--- config.mk ---
export PLATFORM = sky130hd
export DESIGN_NAME = bip_program_loader_flat
export DESIGN_NICKNAME = d
export VERILOG_FILES = /design/src/rtl/bip_program_loader_pkg.sv /design/src/rtl/bip_program_loader_if.sv /design/src/rtl/bip_program_loader_byte_assembler.sv /design/src/rtl/bip_program_loader.sv /design/src/flat_wrapper.sv
export SDC_FILE = /design/constraint.sdc
export NUM_CORES = 1
export LEC_CHECK = 0
export ABC_CLOCK_PERIOD_IN_PS = 4800
export CELL_PAD_IN_SITES_DETAIL_PLACEMENT = 1
export CELL_PAD_IN_SITES_GLOBAL_PLACEMENT = 2
export CORE_UTILIZATION = 35
export DETAILED_ROUTE_END_ITERATION = 8
export MAX_ROUTING_LAYER = met4
export PLACE_DENSITY_LB_ADDON = 0.1
export SYNTH_ARGS = -nofsm -noshare
export SYNTH_HDL_FRONTEND = slang
export SYNTH_HIERARCHICAL = 1
export SYNTH_SLANG_ARGS = --single-unit
--- constraint.sdc ---
create_clock -name i_clk -period 4.8 [get_ports i_clk]
set_input_delay 0.72 -clock i_clk [delete_from_list [all_inputs] [get_ports i_clk]]
set_output_delay 0.72 -clock i_clk [all_outputs]
set_load 0.005 [all_outputs]
--- src/rtl/bip_program_loader_pkg.sv ---
// Shared BIP definitions for the program loader: widths, FSM encoding and clogb2.
package bip_program_loader_pkg;

    localparam int unsigned BIP_NB_BITS       = 16;
    localparam int unsigned BIP_INS_MEM_DEPTH = 2048;
    localparam int unsigned BIP_LEN_BITS      = 16;

    typedef enum logic [2:0] {
        ST_IDLE   = 3'd0,
        ST_LEN_LO = 3'd1,
        ST_LEN_HI = 3'd2,
        ST_DAT_LO = 3'd3,
        ST_DAT_HI = 3'd4,
        ST_WRITE  = 3'd5,
        ST_DONE   = 3'd6,
        ST_ERR    = 3'd7
    } loader_state_t;

    // Number of bits needed to represent value (at least 1).
    function automatic int unsigned clogb2(input int unsigned value);
        int unsigned r_bits;
        int unsigned r_val;
        r_bits = 0;
        r_val  = value;
        while (r_val > 0) begin
            r_bits++;
            r_val = r_val >> 1;
        end
        if (r_bits == 0) begin
            r_bits = 1;
        end
        return r_bits;
    endfunction

endpackage

--- src/rtl/bip_program_loader_if.sv ---
// Byte-stream input and program-memory write port of the BIP program loader.
interface bip_program_loader_if
    import bip_program_loader_pkg::*;
#(
    parameter int unsigned NB_BITS = BIP_NB_BITS,
    parameter int unsigned NB_ADDR = clogb2(BIP_INS_MEM_DEPTH - 1)
);

    logic [7:0]         i_data;
    logic               i_valid;
    logic               o_ready;
    logic [NB_ADDR-1:0] o_addr;
    logic [NB_BITS-1:0] o_data;
    logic               o_wr;

    // Loader side: consumes bytes, drives the memory write port.
    modport master (
        input  i_data,
        input  i_valid,
        output o_ready,
        output o_addr,
        output o_data,
        output o_wr
    );

    // Host/memory side: produces bytes, receives writes.
    modport slave (
        output i_data,
        output i_valid,
        input  o_ready,
        input  o_addr,
        input  o_data,
        input  o_wr
    );

endinterface

--- src/rtl/bip_program_loader_byte_assembler.sv ---
// Pairs a stored low byte with the current high byte into a 16-bit value and an NB_BITS word.
module bip_byte_assembler
    import bip_program_loader_pkg::*;
#(
    parameter int unsigned NB_BITS = BIP_NB_BITS
) (
    input  logic               i_clk,
    input  logic               i_rst,
    input  logic [7:0]         i_byte,
    input  logic               i_ld_lo,
    output logic [15:0]        o_pair,
    output logic [NB_BITS-1:0] o_word
);

    logic [7:0] r_lo;

    // Capture the low byte of each length/data pair when it is accepted.
    always_ff @(posedge i_clk) begin
        if (!i_rst) begin
            r_lo <= '0;
        end else if (i_ld_lo) begin
            r_lo <= i_byte;
        end
    end

    // High byte is taken straight from the stream so the pair is usable on acceptance.
    always_comb begin
        o_pair = {i_byte, r_lo};
        o_word = NB_BITS'(o_pair);
    end

endmodule

--- src/rtl/bip_program_loader.sv ---
// BIP program loader: receives a length-prefixed byte frame, writes words into
// program memory and holds the CPU in reset while a download is in progress.
module bip_program_loader
    import bip_program_loader_pkg::*;
#(
    parameter int unsigned NB_BITS       = BIP_NB_BITS,
    parameter int unsigned INS_MEM_DEPTH = BIP_INS_MEM_DEPTH
) (
    input  logic                    i_clk,
    input  logic                    i_rst,
    input  logic                    i_start,
    output logic                    o_cpu_run,
    output logic                    o_busy,
    output logic                    o_done,
    output logic                    o_error,
    bip_program_loader_if.master    bus
);

    localparam int unsigned NB_ADDR = clogb2(INS_MEM_DEPTH - 1);

    loader_state_t          r_state;
    loader_state_t          w_state_next;

    logic [BIP_LEN_BITS-1:0] r_len;
    logic [NB_ADDR-1:0]      r_idx;
    logic [NB_ADDR-1:0]      r_addr;
    logic [NB_BITS-1:0]      r_data;

    logic [15:0]             w_pair;
    logic [NB_BITS-1:0]      w_word;
    logic                    w_accept;
    logic                    w_ld_lo;
    logic                    w_last;
    logic                    w_len_over;

    logic                    w_ready;
    logic                    w_wr;
    logic                    w_cpu_run;
    logic                    w_busy;
    logic                    w_done;
    logic                    w_error;

    bip_byte_assembler #(
        .NB_BITS (NB_BITS)
    ) u_byte_assembler (
        .i_clk   (i_clk),
        .i_rst   (i_rst),
        .i_byte  (bus.i_data),
        .i_ld_lo (w_ld_lo),
        .o_pair  (w_pair),
        .o_word  (w_word)
    );

    // Handshake and frame-position decode shared by the FSM and datapath.
    always_comb begin
        w_accept   = bus.i_valid & w_ready;
        w_ld_lo    = w_accept & ((r_state == ST_LEN_LO) | (r_state == ST_DAT_LO));
        w_last     = ((32'(r_idx) + 32'd1) == 32'(r_len));
        w_len_over = (32'(w_pair) > INS_MEM_DEPTH);
    end

    // FSM state register.
    always_ff @(posedge i_clk) begin
        if (!i_rst) begin
            r_state <= ST_IDLE;
        end else begin
            r_state <= w_state_next;
        end
    end

    // Next-state and Moore output decode; o_error is sticky because ERR is only left via i_start.
    always_comb begin
        w_state_next = r_state;
        w_ready      = 1'b0;
        w_wr         = 1'b0;
        w_cpu_run    = 1'b0;
        w_busy       = 1'b0;
        w_done       = 1'b0;
        w_error      = 1'b0;
        case (r_state)
            ST_IDLE: begin
                w_cpu_run = 1'b1;
                if (i_start) begin
                    w_state_next = ST_LEN_LO;
                end
            end
            ST_LEN_LO: begin
                w_ready = 1'b1;
                w_busy  = 1'b1;
                if (bus.i_valid) begin
                    w_state_next = ST_LEN_HI;
                end
            end
            ST_LEN_HI: begin
                w_ready = 1'b1;
                w_busy  = 1'b1;
                if (bus.i_valid) begin
                    if (w_pair == 16'd0) begin
                        w_state_next = ST_DONE;
                    end else if (w_len_over) begin
                        w_state_next = ST_ERR;
                    end else begin
                        w_state_next = ST_DAT_LO;
                    end
                end
            end
            ST_DAT_LO: begin
                w_ready = 1'b1;
                w_busy  = 1'b1;
                if (bus.i_valid) begin
                    w_state_next = ST_DAT_HI;
                end
            end
            ST_DAT_HI: begin
                w_ready = 1'b1;
                w_busy  = 1'b1;
                if (bus.i_valid) begin
                    w_state_next = ST_WRITE;
                end
            end
            ST_WRITE: begin
                w_wr   = 1'b1;
                w_busy = 1'b1;
                if (w_last) begin
                    w_state_next = ST_DONE;
                end else begin
                    w_state_next = ST_DAT_LO;
                end
            end
            ST_DONE: begin
                w_busy       = 1'b1;
                w_done       = 1'b1;
                w_state_next = ST_IDLE;
            end
            ST_ERR: begin
                w_error = 1'b1;
                if (i_start) begin
                    w_state_next = ST_LEN_LO;
                end
            end
            default: begin
                w_state_next = ST_IDLE;
            end
        endcase
    end

    // Length latch, word index and write-port registers; the index stops at N-1 so it never wraps.
    always_ff @(posedge i_clk) begin
        if (!i_rst) begin
            r_len  <= '0;
            r_idx  <= '0;
            r_addr <= '0;
            r_data <= '0;
        end else begin
            if ((r_state == ST_LEN_HI) && w_accept) begin
                r_len <= w_pair;
                r_idx <= '0;
            end
            if ((r_state == ST_DAT_HI) && w_accept) begin
                r_addr <= r_idx;
                r_data <= w_word;
            end
            if ((r_state == ST_WRITE) && !w_last) begin
                r_idx <= r_idx + NB_ADDR'(1);
            end
        end
    end

    // Drive the interface and status outputs.
    always_comb begin
        bus.o_ready = w_ready;
        bus.o_wr    = w_wr;
        bus.o_addr  = r_addr;
        bus.o_data  = r_data;
        o_cpu_run   = w_cpu_run;
        o_busy      = w_busy;
        o_done      = w_done;
        o_error     = w_error;
    end

endmodule

--- src/flat_wrapper.sv ---
// flat-port wrapper written by rule: the top's interface ports become plain ports
module bip_program_loader_flat import bip_program_loader_pkg::*;
#(
    parameter int unsigned NB_BITS       = BIP_NB_BITS,
    parameter int unsigned INS_MEM_DEPTH = BIP_INS_MEM_DEPTH
)
  (i_clk, i_rst, i_start, o_cpu_run, o_busy, o_done, o_error, bus_i_data, bus_i_valid, bus_o_ready, bus_o_addr, bus_o_data, bus_o_wr);
  bip_program_loader_if #(.NB_BITS(NB_BITS), .NB_ADDR(11)) bus_i ();
  input  logic i_clk;
  input  logic i_rst;
  input  logic i_start;
  output logic o_cpu_run;
  output logic o_busy;
  output logic o_done;
  output logic o_error;
  input wire logic [$bits(bus_i.i_data)-1:0] bus_i_data;
  input wire logic [$bits(bus_i.i_valid)-1:0] bus_i_valid;
  output wire logic [$bits(bus_i.o_ready)-1:0] bus_o_ready;
  output wire logic [$bits(bus_i.o_addr)-1:0] bus_o_addr;
  output wire logic [$bits(bus_i.o_data)-1:0] bus_o_data;
  output wire logic [$bits(bus_i.o_wr)-1:0] bus_o_wr;
  assign bus_i.i_data = bus_i_data;
  assign bus_i.i_valid = bus_i_valid;
  assign bus_o_ready = bus_i.o_ready;
  assign bus_o_addr = bus_i.o_addr;
  assign bus_o_data = bus_i.o_data;
  assign bus_o_wr = bus_i.o_wr;
  bip_program_loader #(.NB_BITS(NB_BITS), .INS_MEM_DEPTH(INS_MEM_DEPTH)) u_core (.i_clk(i_clk), .i_rst(i_rst), .i_start(i_start), .o_cpu_run(o_cpu_run), .o_busy(o_busy), .o_done(o_done), .o_error(o_error), .bus(bus_i));
endmodule
======== Word-level counts from Yosys, hierarchy flattened ========
Index checks and enable logic that the tools add are counted.
storage, ports and cells
  flip-flop bits (word level) ............. 65
  logic and storage cells ................. 53
operators by class
  add/subtract/negate cells ............... 2
  order comparisons ....................... 1
  mux-type cells .......................... 17
  reductions and logical operators ........ 11
  equality and inequality tests ........... 13
  bitwise logic cells ..................... 3
operators by type and width
  cell                     number
  $eq A32 B16 Y1           1
  $mux W3                  8
  $mux W11                 2
  $pmux W3 S7              1
  $gt A16 B12 Y1 const B   1
  $logic_not A16 Y1        1
  $add A11 B1 Y12 const B  1
  $eq A3 B3 Y1 const B     4
  $add A11 B1 Y11 const B  1
  $ne A2 B2 Y1 const B     4
  $eq A3 B2 Y1 const B     2
  $mux W1                  6
  $reduce_or A6 Y1         1
  $reduce_and A5 Y1        1
  $reduce_or A4 Y1         1
  $eq A3 B1 Y1 const B     1
  $logic_and A1 B1 Y1      3
  $logic_not A3 Y1         1
  $and A1 B1 Y1            2
  $ne A2 B1 Y1 const B     1
  $reduce_bool A2 Y1       1
  $reduce_or A2 Y1         1
  $logic_not A1 Y1         1
  $or A1 B1 Y1             1

======== Depth between registers and ports, before layout ========
Gate-level depths: netlist (run 1).
  depth after elaboration ................. 7
  mapped depth ............................ 10

======== Cells and area by module ========
Netlist (run 1), hierarchy kept.
by module, submodules not included
  module              sequential area each (sq um)  cells each  area an instance (sq um)  instances
  bip_program_loader  1,141.1                       362         2,829.0                   1
  bip_byte_assembler  160.2                         49          481.7                     1

======== Worst setup path after synthesis (run 1) ========
No wires, ideal clock.
  path type ............................... register -> register
  start point ............................. register u_core.r_idx[3]
  end point ............................... register u_core.r_idx[8]
  arrival time ............................ 2.563 ns
  data required time ...................... 4.680 ns
  path slack .............................. 2.117 ns
  stages on the path, launching flop included .. 11
  setup time .............................. 0.120 ns
  path through ............................ dfxtp_1 > buf_4 > and4_4 > a41oi_1 > or4_1 > or4_1 > o31ai_2 > buf_4 > buf_6 > nor2_1 > o31a_1
on the way
  cells in the longest elaborated chain, start to end .. 5
  elaborated cells on any way between the ends .. 7
  classes of those cells .................. 2 x add/sub; 1 x eq/ne; 1 x mux; 3 x reduce/logical
RTL lines
  element                                         RTL line                   RTL
  from (decl)                                     bip_program_loader.sv:25   logic [NB_ADDR-1:0] r_idx;
  from (signal assigned)                          bip_program_loader.sv:164  r_idx <= r_idx + NB_ADDR'(1);
  $add A11 B1 Y12                                 bip_program_loader.sv:58   w_last = ((32'(r_idx) + 32'd1) == 32'(r_len));
  $eq A32 B16 Y1                                  bip_program_loader.sv:58
  $logic_not A1 Y1                                bip_program_loader.sv:163  if ((r_state == ST_WRITE) && !w_last) begin
  $logic_and A1 B1 Y1                             bip_program_loader.sv:163
  $mux W11 or $reduce_bool A2 Y1 (tied branches)  n/a
Several ways; a longest one is shown, not always the timed one.
A chain may end at the register's enable or synchronous reset.

======== Worst setup path after layout (run 1) ========
  start point ............................. register u_core.r_idx[3]
  end point ............................... register u_core.r_idx[4]
The elaborated chain is that of the path after synthesis.

==> flow_summary.html, run 1 <==
<table>
<tr><th>Metric</th><th>Value</th></tr>
<tr><th colspan="2">Finish</th></tr>
<tr><td>Multi-input gate area in the final layout</td><td>approximately 1700 um2</td></tr>
<tr><td>Area occupied by registers</td><td>roughly 1300 um2</td></tr>
<tr><td>Layout-stage area growth over the synthesis result</td><td>14.6%</td></tr>
<tr><td>Inserted Diodes</td><td>0</td></tr>
<tr><td>Number of cells in the finished layout apart from fillers</td><td>about 530</td></tr>
<tr><td>Share of cells above drive strength 1</td><td>0.0548</td></tr>
<tr><td>Number of inserted filler cells in the final layout</td><td>about 1100</td></tr>
<tr><td>Total number of nets in the final design</td><td>428</td></tr>
<tr><th colspan="2">Critical path</th></tr>
<tr><td>Worst path max stage delay</td><td>0.53 ns</td></tr>
<tr><td>Worst Path Arrival</td><td>3.17 ns</td></tr>
<tr><td>Number of buffer and inverter stages on the critical path</td><td>1</td></tr>
<tr><td>Critical Path Slowest Stage Cell</td><td>sky130_fd_sc_hd__or4_1</td></tr>
<tr><td>Cell chain of the critical path</td><td>and4_4 &gt; a41oi_1 &gt; or4_1 &gt; or4_1 &gt; o31ai_2 &gt; buf_4 &gt; nor2_1 &gt; o31a_1</td></tr>
<tr><td>Top Family by Delay on Critical Path</td><td>simple AND/OR/NAND/NOR gates</td></tr>
<tr><td>Classification of the worst setup path</td><td>flip-flop to flip-flop</td></tr>
<tr><td>Capturing element type of the critical path</td><td>flip-flop</td></tr>
<tr><td>Sort of element at the start of the critical path</td><td>flip-flop</td></tr>
<tr><td>Req. time, crit path</td><td>just over 5 ns</td></tr>
<tr><td>Most common cell on crit path</td><td>sky130_fd_sc_hd__or4_1</td></tr>
<tr><td>Largest driver fanout on the critical path</td><td>19</td></tr>
<tr><th colspan="2">Placed design</th></tr>
<tr><td>Post-DP HPWL</td><td>between 5000 and 6000 um</td></tr>
<tr><td>Number of cells after detailed placement</td><td>between 500 and 600</td></tr>
<tr><td>IO buf count</td><td>44</td></tr>
<tr><td>GP Congestion</td><td>approximately 0.73</td></tr>
<tr><th colspan="2">Die</th></tr>
<tr><td>IO Count</td><td>between 40 and 50</td></tr>
<tr><td>Number of cell rows</td><td>35</td></tr>
<tr><td>Horizontal extent of the die</td><td>around 99 um</td></tr>
<tr><td>Height of the die</td><td>between 90 and 100 um</td></tr>
<tr><td>Total Die Area</td><td>9850 um2</td></tr>
<tr><td>Initial cell density of the core</td><td>0.360</td></tr>
<tr><td>Core Region</td><td>9200 um2</td></tr>
<tr><th colspan="2">Route</th></tr>
<tr><td>Number of vias per cell after detailed routing</td><td>between 5 and 6</td></tr>
<tr><td>DRC violation count after routing</td><td>0</td></tr>
<tr><td>Detailed Route WL</td><td>slightly above 8000 um</td></tr>
<tr><td>Post-route antenna net violation count</td><td>0</td></tr>
<tr><td>WL/cell</td><td>about 15 um</td></tr>
<tr><td>Number of vias after detailed routing</td><td>~2800</td></tr>
<tr><td>Initial drt markers</td><td>about 100</td></tr>
<tr><td>Detailed Routing Iterations Pass 1</td><td>5</td></tr>
<tr><th colspan="2">Clock network</th></tr>
<tr><td>Clock Root Buffer</td><td>sky130_fd_sc_hd__clkbuf_8</td></tr>
<tr><td>Clock buffers created by TritonCTS</td><td>9</td></tr>
<tr><td>Count of buffers added by post-CTS timing repair for setup</td><td>0</td></tr>
<tr><td>CTS H-tree depth</td><td>3</td></tr>
<tr><td>Deepest clock path buffer count</td><td>2</td></tr>
<tr><td>Skew-Pair Late Insertion Delay</td><td>between 0.3 and 0.4 ns</td></tr>
<tr><td>Hold-fix buffer count after cts</td><td>0</td></tr>
<tr><td>Clock slew seen by the registers of the worst setup and hold paths</td><td>0.08 ns</td></tr>
<tr><td>Number of clock sinks seen by CTS</td><td>65</td></tr>
<tr><td>CTS tree</td><td>built</td></tr>
<tr><td>Number of cells upsized or downsized after cts</td><td>0</td></tr>
<tr><th colspan="2">GRT</th></tr>
<tr><td>Overall Global Routing Usage</td><td>0.184</td></tr>
<tr><td>Global-route wire length before repair</td><td>approximately 14000 um</td></tr>
<tr><td>Maximum number of pins on one net before global-route repair</td><td>between 60 and 70</td></tr>
<tr><td>Via count of the first global-routing pass</td><td>2741</td></tr>
<tr><td>Residual overflow from global routing</td><td>0</td></tr>
<tr><td>Number of antenna violations at the first check in global routing</td><td>0</td></tr>
<tr><th colspan="2">Synthesis</th></tr>
<tr><td>Top cell types by occurrence after synthesis</td><td>sky130_fd_sc_hd__nand2_1 (103), sky130_fd_sc_hd__dfxtp_1 (65), sky130_fd_sc_hd__a21boi_0 (44)</td></tr>
<tr><td>Net count after synthesis</td><td>about 420</td></tr>
<tr><td>Number of flops mapped to enable cells by yosys</td><td>0</td></tr>
<tr><td>FFs w/ async S/R, synth</td><td>0</td></tr>
<tr><td>Count of yosys warnings during synthesis</td><td>6</td></tr>
<tr><td>Flip-flop and latch count after synthesis</td><td>65</td></tr>
<tr><td>Largest cells by area after synthesis</td><td>sky130_fd_sc_hd__dfxtp_1 (39%), sky130_fd_sc_hd__nand2_1 (12%), sky130_fd_sc_hd__a21boi_0 (10%)</td></tr>
<tr><td>Most frequent cell after synthesis</td><td>sky130_fd_sc_hd__nand2_1</td></tr>
<tr><td>Prevailing post-synth register cell</td><td>sky130_fd_sc_hd__dfxtp_1</td></tr>
<tr><td>Mapped Area</td><td>approximately 3300 um2</td></tr>
<tr><td>Fraction of post-synthesis cell area in the top cell type by area</td><td>0.393</td></tr>
<tr><td>Mean instance size in the synthesized netlist</td><td>between 8 and 9 um2</td></tr>
<tr><td>Number of instances in the synthesized netlist</td><td>between 400 and 500</td></tr>
<tr><td>Synth area leader</td><td>sky130_fd_sc_hd__dfxtp_1</td></tr>
<tr><td>Count of unique library cells instantiated by Yosys</td><td>40</td></tr>
<tr><td>Sequential-to-total area share from yosys stat</td><td>0.393</td></tr>
<tr><th colspan="2">Pwr</th></tr>
<tr><td>Peak VDD IR</td><td>about 180 uV</td></tr>
<tr><td>Power share of the sequential group</td><td>0.491</td></tr>
<tr><td>Proportion of power drawn by the clock network</td><td>0.435</td></tr>
<tr><td>Net Sw Frac</td><td>0.264</td></tr>
<tr><td>Pwr per Cell Area</td><td>301 nW/um2</td></tr>
<tr><td>Switching power total</td><td>roughly 0.30 mW</td></tr>
<tr><td>Proportion of power drawn by combinational gates</td><td>0.074</td></tr>
<tr><td>Internal power</td><td>approximately 0.84 mW</td></tr>
<tr><td>Leakage component of the power</td><td>between 1 and 1.5 nW</td></tr>
<tr><th colspan="2">STA</th></tr>
<tr><td>Worst Clk Skew</td><td>around 0.013 ns</td></tr>
<tr><td>Final setup vio count</td><td>0</td></tr>
<tr><td>Worst Max-Slew Pin Slew</td><td>roughly 1.1 ns</td></tr>
<tr><td>Slew Viols, Final</td><td>0</td></tr>
<tr><td>Final sum of negative setup slack</td><td>0 ns</td></tr>
<tr><td>Hold slack</td><td>about 0.47 ns</td></tr>
<tr><td>Worst-case headroom to the max-slew limit</td><td>0.247</td></tr>
<tr><td>Post-route fraction of the period consumed by the critical path</td><td>0.613</td></tr>
<tr><td>Fin crit period</td><td>2.94 ns</td></tr>
<tr><td>Setup repair after global routing missed its margin</td><td>no</td></tr>
<tr><td>Max frequency</td><td>between 300 and 400 MHz</td></tr>
<tr><td>Final count of hold timing violations</td><td>0</td></tr>
<tr><th colspan="2">Run status</th></tr>
<tr><td>Result of the run</td><td>finished, final reports clean</td></tr>
<tr><th colspan="2">Job</th></tr>
<tr><td>Number of max-capacitance violations reported</td><td>0</td></tr>
<tr><th colspan="2">Min path</th></tr>
<tr><td>Class of the tightest hold or removal check</td><td>flip-flop to flip-flop</td></tr>
</table>
registers in the layout (all words and copies together), names as in the netlist:
name	count
u_core/bus.o_data	16
u_core/r_state	3
u_core/r_len	16
u_core/bus.o_addr	11
u_core/u_byte_assembler/r_lo	8
u_core/r_idx	11
placed cells by master (no fill, tap or decap), types with 2 or more instances in the layout:
cell / count
sky130_fd_sc_hd__dfxtp_1: 65
sky130_fd_sc_hd__nor4_1: 4
sky130_fd_sc_hd__and3_1: 13
sky130_fd_sc_hd__a21boi_0: 44
sky130_fd_sc_hd__nand4_1: 4
sky130_fd_sc_hd__o21ai_0: 7
sky130_fd_sc_hd__xor2_1: 6
sky130_fd_sc_hd__nor3_1: 12
sky130_fd_sc_hd__clkdlybuf4s50_1: 43
sky130_fd_sc_hd__inv_1: 2
sky130_fd_sc_hd__nand2_1: 103
sky130_fd_sc_hd__o21ai_1: 2
sky130_fd_sc_hd__or3_1: 3
sky130_fd_sc_hd__nor3b_1: 6
sky130_fd_sc_hd__o31a_1: 7
sky130_fd_sc_hd__mux2i_1: 10
sky130_fd_sc_hd__or4_1: 3
sky130_fd_sc_hd__inv_6: 4
sky130_fd_sc_hd__nand3_1: 7
sky130_fd_sc_hd__nor2b_1: 10
sky130_fd_sc_hd__clkbuf_8: 9
sky130_fd_sc_hd__xnor2_1: 8
sky130_fd_sc_hd__buf_4: 3
sky130_fd_sc_hd__o31ai_1: 2
sky130_fd_sc_hd__a21oi_1: 6
sky130_fd_sc_hd__nor2_1: 16
sky130_fd_sc_hd__o21a_1: 4
layer usage:
metal	up-vias	GRT usage	routed length, um
met2	37	0.303	3880
met3	4	0.0422	215
met1	1350	0.227	3990
met4	0	0.0475	30
met5	-	-	0
li1	1380	-	-
path summary, 6_finish.rpt:
| check | startpoint | to | slack, ns | cells after the start |
|---|---|---|---|---|
| min reg2reg | u_core/bus.o_data[9] | u_core/bus.o_data[9] | 0.47 | 2 |
| min | u_core/bus.o_data[9] | u_core/bus.o_data[9] | 0.47 | 2 |
| max reg2reg | u_core/r_idx[3] | u_core/r_idx[4] | 1.86 | 8 |
| max | u_core/r_idx[3] | u_core/r_idx[4] | 1.86 | 8 |
layout make-up:
cell class | count | area share
clock buffer | 9 | 0.0327
clock inverter | 7 | 0.0221
inverter | 2 | 0.00198
multi-input combinational | 290 | 0.443
sequential | 65 | 0.343
tap | 111 | 0.0366
timing repair buffer | 47 | 0.121
stage by stage:
| stage | cell area [um2] | total power [mW] | worst slack, ns | utilization |
|---|---|---|---|---|
| after floorplan | 3310 | 0.633 | 2.12 | - |
| after global placement | 3580 | 0.657 | 1.84 | 0.390 |
| after detailed placement | 3580 | 0.658 | 1.78 | 0.390 |
| after CTS | 3790 | 1.16 | 1.85 | 0.412 |
| after global routing | 3790 | 1.19 | 1.60 | 0.412 |
| final | 3790 | 1.14 | 1.86 | 0.412 |
worst min-delay path: cells and delay by family, from the launching register on:
kind	cells	cell delay, ns
compound gates	1	0.06
flops	1	0.32
simple gates	1	0.05
power by group through the flow:
stage | sequential (mW) | clock, mW | combinational (mW)
5_1_grt | 0.562 | 0.537 | 0.0933
3_3_place_gp | 0.573 | 0 | 0.0845
3_5_place_dp | 0.573 | 0 | 0.0853
6_report | 0.560 | 0.496 | 0.0842
4_1_cts | 0.560 | 0.517 | 0.0858
2_1_floorplan | 0.565 | 0 | 0.0688
cell families after synthesis:
| logic type | count (synthesis) | share of synthesized area |
|---|---|---|
| adders and majority gates | 1 | 0.00378 |
| and+or+nand+nor | 187 | 0.264 |
| muxes | 11 | 0.0336 |
| DFF | 65 | 0.393 |
| AOI/OAI and AO/OA | 77 | 0.169 |
| buffers and inverters | 56 | 0.0998 |
| xor gates and xnor gates | 14 | 0.0370 |
(Power assumes the default switching activity.)
==> run 2, diff against run 1 <==
ABC_CLOCK_PERIOD_IN_PS = 2600   (was 4800)
CORE_UTILIZATION = 29   (was 35)
clock period = 2.6 ns   (was 4.8 ns; I/O delays follow)
==> flow_summary.html, run 2 (synthesis gave the netlist of run 1 again) <==
<table>
<tr><th>Metric</th><th>Value</th></tr>
<tr><th colspan="2">GRT</th></tr>
<tr><td>Via count of the first global-routing pass</td><td>around 3000</td></tr>
<tr><td>Residual overflow from global routing</td><td>0</td></tr>
<tr><td>Maximum number of pins on one net before global-route repair</td><td>36</td></tr>
<tr><td>Overall Global Routing Usage</td><td>0.177</td></tr>
<tr><td>Global-route wire length before repair</td><td>roughly 15000 um</td></tr>
<tr><td>Number of antenna violations at the first check in global routing</td><td>0</td></tr>
<tr><th colspan="2">Clock network</th></tr>
<tr><td>CTS H-tree depth</td><td>3</td></tr>
<tr><td>Clock buffers created by TritonCTS</td><td>9</td></tr>
<tr><td>Number of clock sinks seen by CTS</td><td>65</td></tr>
<tr><td>Clock slew seen by the registers of the worst setup and hold paths</td><td>around 0.060 ns</td></tr>
<tr><td>Deepest clock path buffer count</td><td>2</td></tr>
<tr><td>Skew-Pair Late Insertion Delay</td><td>approximately 0.34 ns</td></tr>
<tr><td>Hold-fix buffer count after cts</td><td>0</td></tr>
<tr><td>Clock Root Buffer</td><td>sky130_fd_sc_hd__clkbuf_16</td></tr>
<tr><td>CTS tree</td><td>built</td></tr>
<tr><th colspan="2">Critical path</th></tr>
<tr><td>Critical Path Slowest Stage Cell</td><td>sky130_fd_sc_hd__or4_4</td></tr>
<tr><td>Worst Path Arrival</td><td>2.86 ns</td></tr>
<tr><td>Cell chain of the critical path</td><td>ha_4 &gt; xnor2_2 &gt; nand3_2 &gt; or4_1 &gt; or4_4 &gt; o31ai_4 &gt; buf_4 &gt; buf_6 &gt; nor3b_2 &gt; o31a_1</td></tr>
<tr><td>Req. time, crit path</td><td>between 2 and 3 ns</td></tr>
<tr><td>Largest driver fanout on the critical path</td><td>5</td></tr>
<tr><td>Classification of the worst setup path</td><td>flip-flop to flip-flop</td></tr>
<tr><td>Sort of element at the start of the critical path</td><td>flip-flop</td></tr>
<tr><td>Worst path max stage delay</td><td>between 0.5 and 0.6 ns</td></tr>
<tr><td>Capturing element type of the critical path</td><td>flip-flop</td></tr>
<tr><th colspan="2">STA</th></tr>
<tr><td>Slew Viols, Final</td><td>0</td></tr>
<tr><td>Setup repair after global routing missed its margin</td><td>yes</td></tr>
<tr><td>Worst Max-Slew Pin Slew</td><td>between 0.5 and 0.6 ns</td></tr>
<tr><td>Post-route fraction of the period consumed by the critical path</td><td>1.01</td></tr>
<tr><td>Final Worst Setup Slack</td><td>-0.0360 ns</td></tr>
<tr><td>Fin crit period</td><td>about 2.6 ns</td></tr>
<tr><td>Final count of hold timing violations</td><td>0</td></tr>
<tr><td>Max frequency</td><td>about 380 MHz</td></tr>
<tr><td>Hold slack</td><td>about 0.47 ns</td></tr>
<tr><td>Final sum of negative setup slack</td><td>-0.147 ns</td></tr>
<tr><td>Final setup vio count</td><td>7</td></tr>
<tr><td>Worst-case headroom to the max-slew limit</td><td>0.604</td></tr>
<tr><td>Worst Clk Skew</td><td>0.00618 ns</td></tr>
<tr><th colspan="2">Route</th></tr>
<tr><td>Detailed Route WL</td><td>9110 um</td></tr>
<tr><td>Detailed Routing Iterations Pass 1</td><td>4</td></tr>
<tr><td>DRC violation count after routing</td><td>0</td></tr>
<tr><td>Post-route antenna net violation count</td><td>0</td></tr>
<tr><td>Initial drt markers</td><td>96</td></tr>
<tr><td>WL/cell</td><td>roughly 15 um</td></tr>
<tr><td>Number of vias per cell after detailed routing</td><td>4.88</td></tr>
<tr><td>Number of vias after detailed routing</td><td>between 2000 and 3000</td></tr>
<tr><th colspan="2">Finish</th></tr>
<tr><td>Inserted Diodes</td><td>0</td></tr>
<tr><td>Total number of nets in the final design</td><td>between 400 and 500</td></tr>
<tr><td>Final Core Density</td><td>0.386</td></tr>
<tr><td>Share of cells above drive strength 1</td><td>0.156</td></tr>
<tr><td>Leading cell types in the layout, fill and taps excluded</td><td>sky130_fd_sc_hd__nand2_1 (103), sky130_fd_sc_hd__dfxtp_1 (60), sky130_fd_sc_hd__a21boi_0 (44), sky130_fd_sc_hd__clkdlybuf4s50_1 (43), sky130_fd_sc_hd__buf_4 (27)</td></tr>
<tr><td>Most frequent standard cell in the layout excluding fill and tap cells</td><td>sky130_fd_sc_hd__nand2_1</td></tr>
<tr><td>Layout-stage area growth over the synthesis result</td><td>28.1%</td></tr>
<tr><th colspan="2">Die</th></tr>
<tr><td>Core Region</td><td>11000 um2</td></tr>
<tr><td>IO Count</td><td>45</td></tr>
<tr><td>Total Die Area</td><td>11800 um2</td></tr>
<tr><td>Number of cell rows</td><td>38</td></tr>
<tr><td>Height of the die</td><td>between 100 and 150 um</td></tr>
<tr><td>Horizontal extent of the die</td><td>109 um</td></tr>
<tr><td>Initial cell density of the core</td><td>0.301</td></tr>
<tr><th colspan="2">Run status</th></tr>
<tr><td>Result of the run</td><td>complete, but fails checks</td></tr>
<tr><td>Violated checks</td><td>negative setup slack</td></tr>
<tr><th colspan="2">Job</th></tr>
<tr><td>Number of max-capacitance violations reported</td><td>0</td></tr>
<tr><th colspan="2">Min path</th></tr>
<tr><td>Class of the tightest hold or removal check</td><td>flip-flop to flip-flop</td></tr>
<tr><th colspan="2">Pwr</th></tr>
<tr><td>Peak VDD IR</td><td>approximately 290 uV</td></tr>
<tr><td>Pwr per Cell Area</td><td>approximately 560 nW/um2</td></tr>
<tr><td>Power, Total</td><td>2.36 mW</td></tr>
<tr><td>Leakage component of the power</td><td>approximately 1.5 nW</td></tr>
<tr><th colspan="2">Placed design</th></tr>
<tr><td>GP Congestion</td><td>roughly 0.78</td></tr>
<tr><td>IO buf count</td><td>44</td></tr>
<tr><td>Post-Place Setup Slack</td><td>-0.135 ns</td></tr>
<tr><td>Post-DP HPWL</td><td>6450 um</td></tr>
</table>
## run 2: cell types whose count changed in the layout (fill, tap and decap cells not counted), moves of 4 or more
cell,previous run,this run
sky130_fd_sc_hd__dfxtp_2,0,4
sky130_fd_sc_hd__clkbuf_16,0,9
sky130_fd_sc_hd__buf_4,3,27
sky130_fd_sc_hd__dfxtp_1,65,60
sky130_fd_sc_hd__clkbuf_8,9,1
## run 2: path summary, 6_finish.rpt
check	startpoint	endpoint	cells after the start	slack (ns)
worst min-delay path	u_core/bus.o_addr[8]	u_core/bus.o_addr[8]	2	0.47
worst min register to register	u_core/bus.o_addr[8]	u_core/bus.o_addr[8]	2	0.47
worst max-delay path	u_core/r_idx[0]	u_core/r_idx[2]	10	-0.04
worst max register to register	u_core/r_idx[0]	u_core/r_idx[2]	10	-0.04
## run 2: critical path: cells and delay by family (launching register included)
family | cells | cell delay (ns)
buffers and inverters | 2 | 0.27
adder cells (fa/ha/maj) | 1 | 0.27
flip-flops | 1 | 0.36
XOR/XNOR | 1 | 0.11
AND/OR/NAND/NOR | 4 | 1.03
AO/OA/AOI/OAI | 2 | 0.49
## run 2: cell type report
| class | count | area, um2 |
|---|---|---|
| flip-flops and latches | 65 | 1310 |
| clock inverters | 6 | 42.5 |
| fillers | 1302 | 6740 |
| repair buffers | 76 | 697 |
| clock buffers | 10 | 239 |
| inverters | 2 | 7.51 |
| multi-input cells | 290 | 1770 |
| well taps | 140 | 175 |
## run 2: repair_timing
action / 4_1_cts / 5_1_grt
gates cloned: 3 / 0
setup buffers: 2 / 0
pin swaps: 2 / 1
resized for setup: 18 / 3
endpoints found under the setup margin: 7 / 11
## run 2: where the power goes
part / switching (mW) / leakage [nW] / internal, mW / total, mW
combinational: 0.0832 / 0.812 / 0.0892 / 0.172
clock: 0.479 / 0.135 / 0.672 / 1.15
sequential: 0.0245 / 0.527 / 1.01 / 1.04
total: 0.587 / 1.47 / 1.77 / 2.36
## run 2: layer usage
layer / GRT usage / vias to the layer above / share of wire / routed length [um]
li1: - / 1444 / - / -
met5: - / - / 0 / 0
met1: 0.225 / 1378 / 0.50 / 4520
met2: 0.279 / 41 / 0.47 / 4280
met3: 0.0359 / 9 / 0.023 / 212
met4: 0.0608 / 0 / 0.011 / 104
## run 2: metrics by stage
step                std cells  area, um2
floorplan                 411       3340
global placement          568       3830
finish                    589       4240
detailed placement        568       3830
CTS                       589       4230
global route              589       4240
